<file path="src/rtl/load_writeback_unit_if.sv">
// Handshake and bus bundle for load_writeback_unit: execute input, data memory
// read channel and register file write port.
interface load_writeback_unit_if #(
   parameter int unsigned ADDR_WIDTH = 5,
   parameter int unsigned DATA_WIDTH = 32
);
   logic                  in_valid;
   logic                  in_ready;
   logic [ADDR_WIDTH-1:0] in_rd;
   logic                  in_wen;
   logic                  in_is_load;
   logic [2:0]            in_funct3;
   logic [DATA_WIDTH-1:0] in_result;
   logic                  mem_req_valid;
   logic                  mem_req_ready;
   logic [DATA_WIDTH-1:0] mem_addr;
   logic                  mem_rsp_valid;
   logic [DATA_WIDTH-1:0] mem_rsp_data;
   logic                  rf_wen;
   logic [ADDR_WIDTH-1:0] rf_waddr;
   logic [DATA_WIDTH-1:0] rf_wdata;

   // Environment side: execute, memory and register file models
   modport master (
      output in_valid, in_rd, in_wen, in_is_load, in_funct3, in_result,
      output mem_req_ready, mem_rsp_valid, mem_rsp_data,
      input  in_ready, mem_req_valid, mem_addr, rf_wen, rf_waddr, rf_wdata
   );

   // Writeback unit side
   modport slave (
      input  in_valid, in_rd, in_wen, in_is_load, in_funct3, in_result,
      input  mem_req_ready, mem_rsp_valid, mem_rsp_data,
      output in_ready, mem_req_valid, mem_addr, rf_wen, rf_waddr, rf_wdata
   );
endinterface

</file>
<file path="src/rtl/load_writeback_unit.sv">
// Writeback stage feeding the register file write port. ALU results are
// written one cycle after accept; loads go IDLE->REQ->WAIT->WB and write the
// extracted, extended lane. Optional feature macro: MISALIGN_CHECK_EN adds
// misalign_err and rejects misaligned LH/LHU/LW in IDLE.
module load_writeback_unit #(
   parameter int unsigned ADDR_WIDTH = 5,
   parameter int unsigned DATA_WIDTH = 32
) (
   input  logic clk,
   input  logic rst,
   load_writeback_unit_if.slave bus
`ifdef MISALIGN_CHECK_EN
   ,
   output logic misalign_err
`endif
);
   typedef enum logic [1:0] {S_IDLE, S_REQ, S_WAIT, S_WB} state_t;

   state_t                r_state;
   logic                  r_in_ready;
   logic                  r_mem_req_valid;
   logic [DATA_WIDTH-1:0] r_mem_addr;
   logic                  r_rf_wen;
   logic [ADDR_WIDTH-1:0] r_rf_waddr;
   logic [DATA_WIDTH-1:0] r_rf_wdata;
   logic [ADDR_WIDTH-1:0] r_rd;
   logic                  r_wen;
   logic [2:0]            r_funct3;
   logic [1:0]            r_addr_lo;
   logic                  w_accept;

   // Select the addressed lane and extend it according to funct3
   function automatic logic [DATA_WIDTH-1:0] f_extract(
      input logic [2:0]            f3,
      input logic [1:0]            a,
      input logic [DATA_WIDTH-1:0] w
   );
      logic [DATA_WIDTH-1:0] sh_b;
      logic [DATA_WIDTH-1:0] sh_h;
      logic [7:0]            b;
      logic [15:0]           h;
      sh_b = w >> {a, 3'b000};
      sh_h = w >> {a[1], 4'b0000};
      b    = sh_b[7:0];
      h    = sh_h[15:0];
      case (f3)
         3'b000:  f_extract = {{(DATA_WIDTH-8){b[7]}}, b};
         3'b001:  f_extract = {{(DATA_WIDTH-16){h[15]}}, h};
         3'b100:  f_extract = {{(DATA_WIDTH-8){1'b0}}, b};
         3'b101:  f_extract = {{(DATA_WIDTH-16){1'b0}}, h};
         default: f_extract = w;
      endcase
   endfunction

   assign w_accept = bus.in_valid & r_in_ready;

`ifdef MISALIGN_CHECK_EN
   logic r_misalign_err;
   logic w_misalign;

   // Halfword needs addr[0]==0; word-class funct3 (x1x) needs addr[1:0]==0
   assign w_misalign = ((bus.in_funct3[1:0] == 2'b01) & bus.in_result[0]) |
                       (bus.in_funct3[1] & (|bus.in_result[1:0]));
   assign misalign_err = r_misalign_err;
`endif

   // Load sequencing FSM with registered handshake and regfile outputs
   always_ff @(posedge clk) begin
      if (rst) begin
         r_state         <= S_IDLE;
         r_in_ready      <= 1'b1;
         r_mem_req_valid <= 1'b0;
         r_mem_addr      <= '0;
         r_rf_wen        <= 1'b0;
         r_rf_waddr      <= '0;
         r_rf_wdata      <= '0;
         r_rd            <= '0;
         r_wen           <= 1'b0;
         r_funct3        <= '0;
         r_addr_lo       <= '0;
`ifdef MISALIGN_CHECK_EN
         r_misalign_err  <= 1'b0;
`endif
      end else begin
         r_rf_wen <= 1'b0;
`ifdef MISALIGN_CHECK_EN
         r_misalign_err <= 1'b0;
`endif
         case (r_state)
            S_IDLE: begin
               if (w_accept) begin
                  if (!bus.in_is_load) begin
                     r_rf_wen   <= bus.in_wen & (bus.in_rd != '0);
                     r_rf_waddr <= bus.in_rd;
                     r_rf_wdata <= bus.in_result;
                  end
`ifdef MISALIGN_CHECK_EN
                  else if (w_misalign) begin
                     r_misalign_err <= 1'b1;
                  end
`endif
                  else begin
                     r_rd            <= bus.in_rd;
                     r_wen           <= bus.in_wen;
                     r_funct3        <= bus.in_funct3;
                     r_addr_lo       <= bus.in_result[1:0];
                     r_mem_addr      <= {bus.in_result[DATA_WIDTH-1:2], 2'b00};
                     r_mem_req_valid <= 1'b1;
                     r_in_ready      <= 1'b0;
                     r_state         <= S_REQ;
                  end
               end
            end
            S_REQ: begin
               if (bus.mem_req_ready) begin
                  r_mem_req_valid <= 1'b0;
                  r_state         <= S_WAIT;
               end
            end
            S_WAIT: begin
               if (bus.mem_rsp_valid) begin
                  r_rf_wen   <= r_wen & (r_rd != '0);
                  r_rf_waddr <= r_rd;
                  r_rf_wdata <= f_extract(r_funct3, r_addr_lo, bus.mem_rsp_data);
                  r_state    <= S_WB;
               end
            end
            S_WB: begin
               r_in_ready <= 1'b1;
               r_state    <= S_IDLE;
            end
            default: begin
               r_in_ready <= 1'b1;
               r_state    <= S_IDLE;
            end
         endcase
      end
   end

   assign bus.in_ready      = r_in_ready;
   assign bus.mem_req_valid = r_mem_req_valid;
   assign bus.mem_addr      = r_mem_addr;
   assign bus.rf_wen        = r_rf_wen;
   assign bus.rf_waddr      = r_rf_waddr;
   assign bus.rf_wdata      = r_rf_wdata;
endmodule
</file>
<file path="src/flat_wrapper.sv">
// flat-port wrapper written by rule: the top's interface ports become plain ports
module load_writeback_unit_flat 
#(
   parameter int unsigned ADDR_WIDTH = 5,
   parameter int unsigned DATA_WIDTH = 32
)
  (clk, rst, bus_in_valid, bus_in_rd, bus_in_wen, bus_in_is_load, bus_in_funct3, bus_in_result, bus_mem_req_ready, bus_mem_rsp_valid, bus_mem_rsp_data, bus_in_ready, bus_mem_req_valid, bus_mem_addr, bus_rf_wen, bus_rf_waddr, bus_rf_wdata);
  load_writeback_unit_if #(.ADDR_WIDTH(ADDR_WIDTH), .DATA_WIDTH(DATA_WIDTH)) bus_i ();
  input  logic clk;
  input  logic rst;
  input wire logic [$bits(bus_i.in_valid)-1:0] bus_in_valid;
  input wire logic [$bits(bus_i.in_rd)-1:0] bus_in_rd;
  input wire logic [$bits(bus_i.in_wen)-1:0] bus_in_wen;
  input wire logic [$bits(bus_i.in_is_load)-1:0] bus_in_is_load;
  input wire logic [$bits(bus_i.in_funct3)-1:0] bus_in_funct3;
  input wire logic [$bits(bus_i.in_result)-1:0] bus_in_result;
  input wire logic [$bits(bus_i.mem_req_ready)-1:0] bus_mem_req_ready;
  input wire logic [$bits(bus_i.mem_rsp_valid)-1:0] bus_mem_rsp_valid;
  input wire logic [$bits(bus_i.mem_rsp_data)-1:0] bus_mem_rsp_data;
  output wire logic [$bits(bus_i.in_ready)-1:0] bus_in_ready;
  output wire logic [$bits(bus_i.mem_req_valid)-1:0] bus_mem_req_valid;
  output wire logic [$bits(bus_i.mem_addr)-1:0] bus_mem_addr;
  output wire logic [$bits(bus_i.rf_wen)-1:0] bus_rf_wen;
  output wire logic [$bits(bus_i.rf_waddr)-1:0] bus_rf_waddr;
  output wire logic [$bits(bus_i.rf_wdata)-1:0] bus_rf_wdata;
  assign bus_i.in_valid = bus_in_valid;
  assign bus_i.in_rd = bus_in_rd;
  assign bus_i.in_wen = bus_in_wen;
  assign bus_i.in_is_load = bus_in_is_load;
  assign bus_i.in_funct3 = bus_in_funct3;
  assign bus_i.in_result = bus_in_result;
  assign bus_i.mem_req_ready = bus_mem_req_ready;
  assign bus_i.mem_rsp_valid = bus_mem_rsp_valid;
  assign bus_i.mem_rsp_data = bus_mem_rsp_data;
  assign bus_in_ready = bus_i.in_ready;
  assign bus_mem_req_valid = bus_i.mem_req_valid;
  assign bus_mem_addr = bus_i.mem_addr;
  assign bus_rf_wen = bus_i.rf_wen;
  assign bus_rf_waddr = bus_i.rf_waddr;
  assign bus_rf_wdata = bus_i.rf_wdata;
  load_writeback_unit #(.ADDR_WIDTH(ADDR_WIDTH), .DATA_WIDTH(DATA_WIDTH)) u_core (.clk(clk), .rst(rst), .bus(bus_i));
endmodule
</file>
<file path="config.mk">
export PLATFORM = sky130hd
export DESIGN_NAME = load_writeback_unit_flat
export DESIGN_NICKNAME = d
export VERILOG_FILES = /design/src/rtl/load_writeback_unit_if.sv /design/src/rtl/load_writeback_unit.sv /design/src/flat_wrapper.sv
export SDC_FILE = /design/constraint.sdc
export NUM_CORES = 1
export LEC_CHECK = 0
export CAP_MARGIN = 40
export CORE_MARGIN = 1.5
export CORE_UTILIZATION = 28
export DETAILED_ROUTE_END_ITERATION = 6
export SYNTH_ARGS = -nofsm -noshare
export SYNTH_HDL_FRONTEND = slang
export SYNTH_SLANG_ARGS = --single-unit
export TNS_END_PERCENT = 1
</file>
<file path="constraint.sdc">
create_clock -name clk -period 5.1 [get_ports clk]
set_input_delay 1.02 -clock clk [delete_from_list [all_inputs] [get_ports clk]]
set_output_delay 1.02 -clock clk [all_outputs]
set_load 0.02 [all_outputs]
</file>
==> key figures, run 1 <==
Finish
  – Total inserted antenna cells: 0
  – Post-synthesis to final-layout area growth: 41.3%
  – Count of fill cells added during filler insertion: 1640
  – Layout cell share with drive strength beyond 1: between 10% and 20%
  – Final design instance area without fill: roughly 6500 µm²
  – Number of nets at the end of the flow: between 700 and 800

Floorplanning
  – Placeable core region: around 16000 µm²
  – Std cell rows: 46
  – Die ar.: around 17000 µm²
  – Y dimension of the die: 132 µm
  – Horizontal extent of the die: 132 µm
  – Number of top-level design ports: between 150 and 200
  – Starting density of the core: between 20 and 30%

STA
  – Clock tree skew after final layout: about 6.8 ps
  – Max Clk Rate: roughly 350 MHz
  – Fin crit share: between 50% and 60%
  – Setup repair after global routing missed its margin: no
  – Transition time at the pin with the least slew margin: 907 ps
  – Crit path setup slack, layout: between 2000 and 2500 ps
  – Post-route worst hold slack: 454 ps
  – Setup Viol. Count Final: 0
  – Minimum clock period after layout: approximately 2900 ps
  – Hold Violations, Final: 0
  – Relative max-transition margin: around two fifths
  – Total negative slack: 0 ps
  – Max-slew violation count: 0

CTS
  – TritonCTS clock tree: done
  – Post-CTS Resized: 0
  – Inserted Clock Buffers: 9
  – Sinks on Clock Net: 83
  – Max Root-Sink Buffers: 2
  – Worst-skew pair later-pin latency: around 340 ps
  – CTS HTree Levels: 3
  – Clock-pin slew of the registers on the worst-case setup and hold paths: around 60 ps
  – Clock root buffer: sky130_fd_sc_hd__clkbuf_16
  – Number of setup buffers added after CTS: 0
  – Number of hold buffers added after CTS: 0

Placed design
  – Estimated wirelength of the detail-placed design: 11.3 mm
  – Port Buffer Count: about 150
  – Last weighted congestion value of the routability-driven placer: around 0.82
  – Post-Place Cell Area: between 6000 and 7000 µm²
  – Worst slack, placed: between 1500 and 2000 ps

GRT
  – Grt total ovfl: 0
  – Pin count of the biggest net entering global routing: 75
  – Via count of the first global-routing pass: 4563
  – Global-route wire length before repair: 24.9 mm
  – Number of antenna violations at the first check in global routing: 0
  – Global Route Usage Sum: ~18%

Logic synthesis
  – Top cells by area, synth: sky130_fd_sc_hd__dfxtp_1 (36%), sky130_fd_sc_hd__nand2_1 (10%), sky130_fd_sc_hd__a21oi_1 (5.5%), sky130_fd_sc_hd__o41ai_2 (3.5%), sky130_fd_sc_hd__o21ai_0 (3.5%)
  – Main combinational cell family by area after synthesis: compound AO/OA/AOI/OAI gates
  – Share of synthesized flip-flops with an asynchronous set or reset: 0%
  – Cells after synthesis: ~570
  – Number of flops mapped to enable cells by yosys: 0
  – Simple-gate area share of the yosys netlist: 23.6%
  – Share of the synthesized area in the top cell type: between 30% and 40%
  – Post-synth top area cell: sky130_fd_sc_hd__dfxtp_1
  – Sequential share of the synthesized area: 35.9%
  – #FFs+latches synth: between 80 and 90
  – Multiplexer share of the synthesized area: between 4 and 5%
  – Xor-xnor portion of the synthesized cell area: 0%
  – Number of warning messages in the yosys log: 0
  – Synthesized-area fraction occupied by ao, oa, aoi and oai cells: between 20% and 30%
  – Ys flop type: sky130_fd_sc_hd__dfxtp_1
  – Post-synthesis instance area: between 4000 and 5000 µm²
  – Mean post-synth cell area: just over 8 µm²
  – Fraction of the mapped netlist area in adder cells: ~1.4%
  – Distinct cells, synth: 50

Detailed routing
  – Violation count after the first detailed-routing iteration: around 210
  – Per-cell via count in the routed design: 5.09
  – Final routed wire length divided by cell count: roughly 17 µm
  – Total number of vias: between 4000 and 5000
  – Final Routed Wirelength: roughly 16 mm
  – Drt pass-1 iters: 4
  – Post-route antenna net violation count: 0
  – Total DRC errors in the routed layout: 0

Run
  – Count of maximum capacitance violations: 0

Setup path
  – Cell family with most CP delay: compound AO/OA/AOI/OAI gates
  – Worst Setup Path Type: input pin to flip-flop
  – Data required time of the worst path: 5340 ps
  – Cell breakdown of the critical path: clkdlybuf4s50_1, and4b_1, o21ai_4, a211oi_2, a221oi_1
  – Worst path max stage delay: 700 ps
  – Buffers plus inverters on the worst setup path: 1
  – Capturing element type of the critical path: flip-flop
  – Master of the slowest instance on the critical path: sky130_fd_sc_hd__o21ai_4
  – Critical path startpoint category: input pin
  – Worst reg2reg path depth: 6
  – Arrival time at the worst endpoint: 3130 ps
  – Number of gates on the worst path with buffers counted: 5
  – Worst-path maximum fanout: 25

Worst hold path
  – Worst hold path stage count: 2
  – Path class of the lowest-slack min-delay path: flip-flop to flip-flop

Power and ir drop
  – Power density normalized to cell area: about 400 nW/µm²
  – Static leakage: 2.16 nW
  – Highest ir drop seen on vdd: between 0.0002 and 0.00025 V

Status
  – Result of the run: finished, final reports clean
routing by layer:
| layer | track usage (%) | up-vias | part of all wire (%) |
|---|---|---|---|
| met3 | 3.32 | 18 | 5.2 |
| met4 | 6.54 | 0 | 1.8 |
| met1 | 22.8 | 2163 | 45 |
| li1 | - | 2260 | - |
| met5 | 0 | - | 0 |
| met2 | 30.8 | 142 | 48 |
flip-flops by register name, summed over array words and instances, names as in the netlist:
register                  flops
u_core.bus.in_ready           1
u_core.bus.mem_addr          30
u_core.bus.mem_req_valid      1
u_core.bus.rf_waddr           5
u_core.bus.rf_wdata          32
u_core.bus.rf_wen             1
u_core.r_addr_lo              2
u_core.r_funct3               3
u_core.r_rd                   5
u_core.r_state                2
u_core.r_wen                  1
placed cells by master, fill, tap and decap left out, types with 9 or more instances in the layout:
cell	count
sky130_fd_sc_hd__clkbuf_16	9
sky130_fd_sc_hd__a211oi_1	20
sky130_fd_sc_hd__nor2_1	20
sky130_fd_sc_hd__a211oi_2	11
sky130_fd_sc_hd__nand2b_1	10
sky130_fd_sc_hd__o21ai_0	32
sky130_fd_sc_hd__clkdlybuf4s50_1	147
sky130_fd_sc_hd__a311oi_1	9
sky130_fd_sc_hd__dfxtp_1	83
sky130_fd_sc_hd__nand2_1	125
sky130_fd_sc_hd__nor2b_1	9
sky130_fd_sc_hd__a21oi_1	51
sky130_fd_sc_hd__nand3_1	17
sky130_fd_sc_hd__nand3b_1	16
sky130_fd_sc_hd__o41ai_2	10
Yosys cell counts (8+ instances only):
cell	number
sky130_fd_sc_hd__a21oi_1	51
sky130_fd_sc_hd__buf_2	14
sky130_fd_sc_hd__nor2b_1	9
sky130_fd_sc_hd__nor2_1	21
sky130_fd_sc_hd__o21ai_0	32
sky130_fd_sc_hd__a211oi_2	11
sky130_fd_sc_hd__buf_4	9
sky130_fd_sc_hd__nand3b_1	16
sky130_fd_sc_hd__nand2_1	125
sky130_fd_sc_hd__a211oi_1	20
sky130_fd_sc_hd__o41ai_2	10
sky130_fd_sc_hd__nand2b_1	10
sky130_fd_sc_hd__a221oi_1	8
sky130_fd_sc_hd__dfxtp_1	83
sky130_fd_sc_hd__clkbuf_1	26
sky130_fd_sc_hd__a311oi_1	9
sky130_fd_sc_hd__inv_1	8
sky130_fd_sc_hd__a211o_1	8
sky130_fd_sc_hd__nand3_1	17
power by group:
part / internal, W / switching (W)
clock network: 0.000391 / 0.000275
registers: 0.000772 / 0.0000881
logic: 0.000497 / 0.000665
stage by stage:
step           instances  utilization [%]  total power [W]
2_1_floorplan        567                -          0.00159
3_3_place_gp         880             38.4          0.00198
3_5_place_dp         884             39.0          0.00204
4_1_cts              900             40.9          0.00272
5_1_grt              900             40.9          0.00285
6_report             900             40.9          0.00269
logic make-up after synthesis:
group	after synthesis
AOI/OAI and AO/OA	171
adders and majority gates	5
buffers and inverters	66
DFF	83
muxes	16
other	1
and+or+nand+nor	224
area by class of cell:
cell class | instances | area, µm² | share of cell area [%]
Clock buffer | 11 | 243 | 3.71
Clock inverter | 5 | 52.6 | 0.804
Inverter | 9 | 33.8 | 0.517
Multi-Input combinational cell | 418 | 2660 | 40.6
Sequential cell | 83 | 1660 | 25.4
Tap cell | 216 | 270 | 4.13
Timing Repair Buffer | 158 | 1620 | 24.8
worst reg2reg max path, stage by stage (launching register included):
cell and delay [ps]:
sky130_fd_sc_hd__dfxtp_1 340, sky130_fd_sc_hd__inv_1 120, sky130_fd_sc_hd__ha_2 440, sky130_fd_sc_hd__nor2b_1 330
sky130_fd_sc_hd__o21ai_4 280, sky130_fd_sc_hd__a211oi_2 640, sky130_fd_sc_hd__a221oi_1 210
final timing paths:
| check | start | end | slack (ps) |
|---|---|---|---|
| hold reg to reg | u_core.bus.mem_addr[26]$_SDFFE_PP0P_ | u_core.bus.mem_addr[26]$_SDFFE_PP0P_ | 450 |
| hold / removal | u_core.bus.mem_addr[26]$_SDFFE_PP0P_ | u_core.bus.mem_addr[26]$_SDFFE_PP0P_ | 450 |
| setup / recovery | bus_in_is_load | u_core.bus.rf_wdata[14]$_SDFFE_PP0P_ | 2200 |
| setup reg to reg | u_core.r_state[0]$_SDFFE_PP0P_ | u_core.bus.rf_wdata[14]$_SDFFE_PP0P_ | 2580 |
(Power assumes the default switching activity.)
==> run 2, diff against run 1 <==
==> constraint.sdc (replaced) <==
create_clock -name clk -period 2.55 [get_ports clk]
set_input_delay 0.51 -clock clk [delete_from_list [all_inputs] [get_ports clk]]
set_output_delay 0.51 -clock clk [all_outputs]
set_load 0.02 [all_outputs]
==> run 2 against run 1 <==
  * Total power grew 100%
  * Die area is the same
  * Worst setup slack lost 1700 ps
  * Worst hold slack gained 0.62 ps
  * Combinational power grew 100%
  * First-iteration DRC count grew 14%
  * Critical endpoint unchanged
==> key figures, run 2 (synthesized netlist as in run 1, its figures left out) <==
Setup path
  – Worst reg2reg path depth: 5
  – Cell family with most CP delay: flip-flops
  – Data required time of the worst path: 2800 ps
  – Critical path startpoint category: flip-flop
  – Worst path max stage delay: about 700 ps
  – Worst Setup Path Type: flip-flop to flip-flop
  – Arrival time at the worst endpoint: 2250 ps
  – Master of the slowest instance on the critical path: sky130_fd_sc_hd__dfxtp_1
  – Buffers plus inverters on the worst setup path: 1
  – Worst-path maximum fanout: 20
  – Capturing element type of the critical path: flip-flop
  – Number of gates on the worst path with buffers counted: 5
  – Cell breakdown of the critical path: or2b_1, o22ai_1, a211oi_2, buf_4, a221oi_1

CTS
  – Clock-pin slew of the registers on the worst-case setup and hold paths: ~70 ps
  – Post-CTS Resized: 0
  – Max Root-Sink Buffers: 2
  – Number of setup buffers added after CTS: 0
  – TritonCTS clock tree: done
  – Sinks on Clock Net: just over 80
  – Inserted Clock Buffers: 9
  – Clock root buffer: sky130_fd_sc_hd__clkbuf_16
  – Worst-skew pair later-pin latency: 350 ps
  – CTS HTree Levels: 3
  – Number of hold buffers added after CTS: 0

Detailed routing
  – Violation count after the first detailed-routing iteration: ~240
  – Drt pass-1 iters: 4
  – Total DRC errors in the routed layout: 0
  – Total number of vias: roughly 4600
  – Final routed wire length divided by cell count: 17.7 µm
  – Per-cell via count in the routed design: 5.08
  – Final Routed Wirelength: approximately 16 mm
  – Post-route antenna net violation count: 0

Finish
  – Largest register FFs: 32
  – Number of nets at the end of the flow: 772
  – Most frequent cells in the layout: sky130_fd_sc_hd__clkdlybuf4s50_1 (147), sky130_fd_sc_hd__nand2_1 (125), sky130_fd_sc_hd__dfxtp_1 (83)
  – Utilization after layout: around 41%
  – Most common cell after layout, fill and taps aside: sky130_fd_sc_hd__clkdlybuf4s50_1
  – Layout cell share with drive strength beyond 1: about an eighth
  – Total inserted antenna cells: 0
  – Post-synthesis to final-layout area growth: 42.3%
  – Count of fill cells added during filler insertion: between 1500 and 2000

GRT
  – Pin count of the biggest net entering global routing: 46
  – Global Route Usage Sum: about 19%
  – Via count of the first global-routing pass: about 4600
  – Number of antenna violations at the first check in global routing: 0
  – Global-route wire length before repair: approximately 25 mm
  – Grt total ovfl: 0

STA
  – Setup repair after global routing missed its margin: no
  – Hold Violations, Final: 0
  – Transition time at the pin with the least slew margin: around 700 ps
  – Clock tree skew after final layout: approximately 7.4 ps
  – Relative max-transition margin: roughly 53%
  – Setup Viol. Count Final: 0
  – Max-slew violation count: 0
  – Post-route worst hold slack: approximately 450 ps
  – Minimum clock period after layout: 2000 ps
  – Max Clk Rate: about 500 MHz
  – Total negative slack: 0 ps
  – Fin crit share: 78.4%

Floorplanning
  – Number of top-level design ports: approximately 150
  – Y dimension of the die: around 130 µm
  – Horizontal extent of the die: around 130 µm
  – Placeable core region: 16000 µm²
  – Die ar.: approximately 17000 µm²
  – Std cell rows: 46
  – Starting density of the core: around 29%

Power and ir drop
  – Overall power consumption: 0.00542 W
  – Highest ir drop seen on vdd: about 0.00038 V
  – Static leakage: between 2 and 2.5 nW
  – Power density normalized to cell area: between 800 and 900 nW/µm²

Run
  – Count of maximum capacitance violations: 0

Placed design
  – Estimated wirelength of the detail-placed design: around 12 mm
  – Port Buffer Count: 148
  – Last weighted congestion value of the routability-driven placer: 0.842

Worst hold path
  – Path class of the lowest-slack min-delay path: flip-flop to flip-flop
  – Worst hold path stage count: 2

Status
  – Result of the run: finished, final reports clean
run 2: layer usage:
layer | share of wire, % | routed length, µm | up-vias | global-route usage (%)
met5 | 0 | 0 | - | 0
met4 | 1.6 | 260 | 0 | 5.86
met3 | 5.8 | 923 | 18 | 4.32
met2 | 47 | 7540 | 139 | 30.3
met1 | 46 | 7320 | 2178 | 24.0
li1 | - | - | 2284 | -
run 2: cell type report:
type	count	area, µm²	share of cell area [%]
clock buffers	9	225	3.42
inverters	9	33.8	0.513
flip-flops and latches	83	1660	25.2
well taps	216	270	4.10
multi-input cells	418	2660	40.4
repair buffers	167	1660	25.2
clock inverters	7	77.6	1.18
run 2: stage by stage:
stage | area (µm²) | std cells | setup slack, ps
after floorplan | 4630 | 567 | 767
after global placement | 6280 | 893 | 344
after detailed placement | 6280 | 893 | 286
after CTS | 6590 | 909 | 531
after global routing | 6590 | 909 | 362
final | 6590 | 909 | 550
run 2: worst register-to-register path, delay by kind of cell, from the launching register on:
family	cells	cell delay [ps]
compound gates	3	630
buf+inv	1	180
flops	1	700
simple gates	1	390
run 2: path summary, 6_finish.rpt:
path / from / to / slack (ps)
min: u_core.bus.mem_addr[31]$_SDFFE_PP0P_ / u_core.bus.mem_addr[31]$_SDFFE_PP0P_ / 450
min reg2reg: u_core.bus.mem_addr[31]$_SDFFE_PP0P_ / u_core.bus.mem_addr[31]$_SDFFE_PP0P_ / 450
max: u_core.r_addr_lo[0]$_SDFFE_PP0P_ / u_core.bus.rf_wdata[14]$_SDFFE_PP0P_ / 550
max reg2reg: u_core.r_addr_lo[0]$_SDFFE_PP0P_ / u_core.bus.rf_wdata[14]$_SDFFE_PP0P_ / 550
run 2: where the power goes:
group | switching [W] | leakage (nW) | internal, W
Sequential | 0.000177 | 0.677 | 0.00154
Clock | 0.000588 | 0.134 | 0.000764
Combinational | 0.00134 | 1.37 | 0.00101
Total | 0.00210 | 2.18 | 0.00332
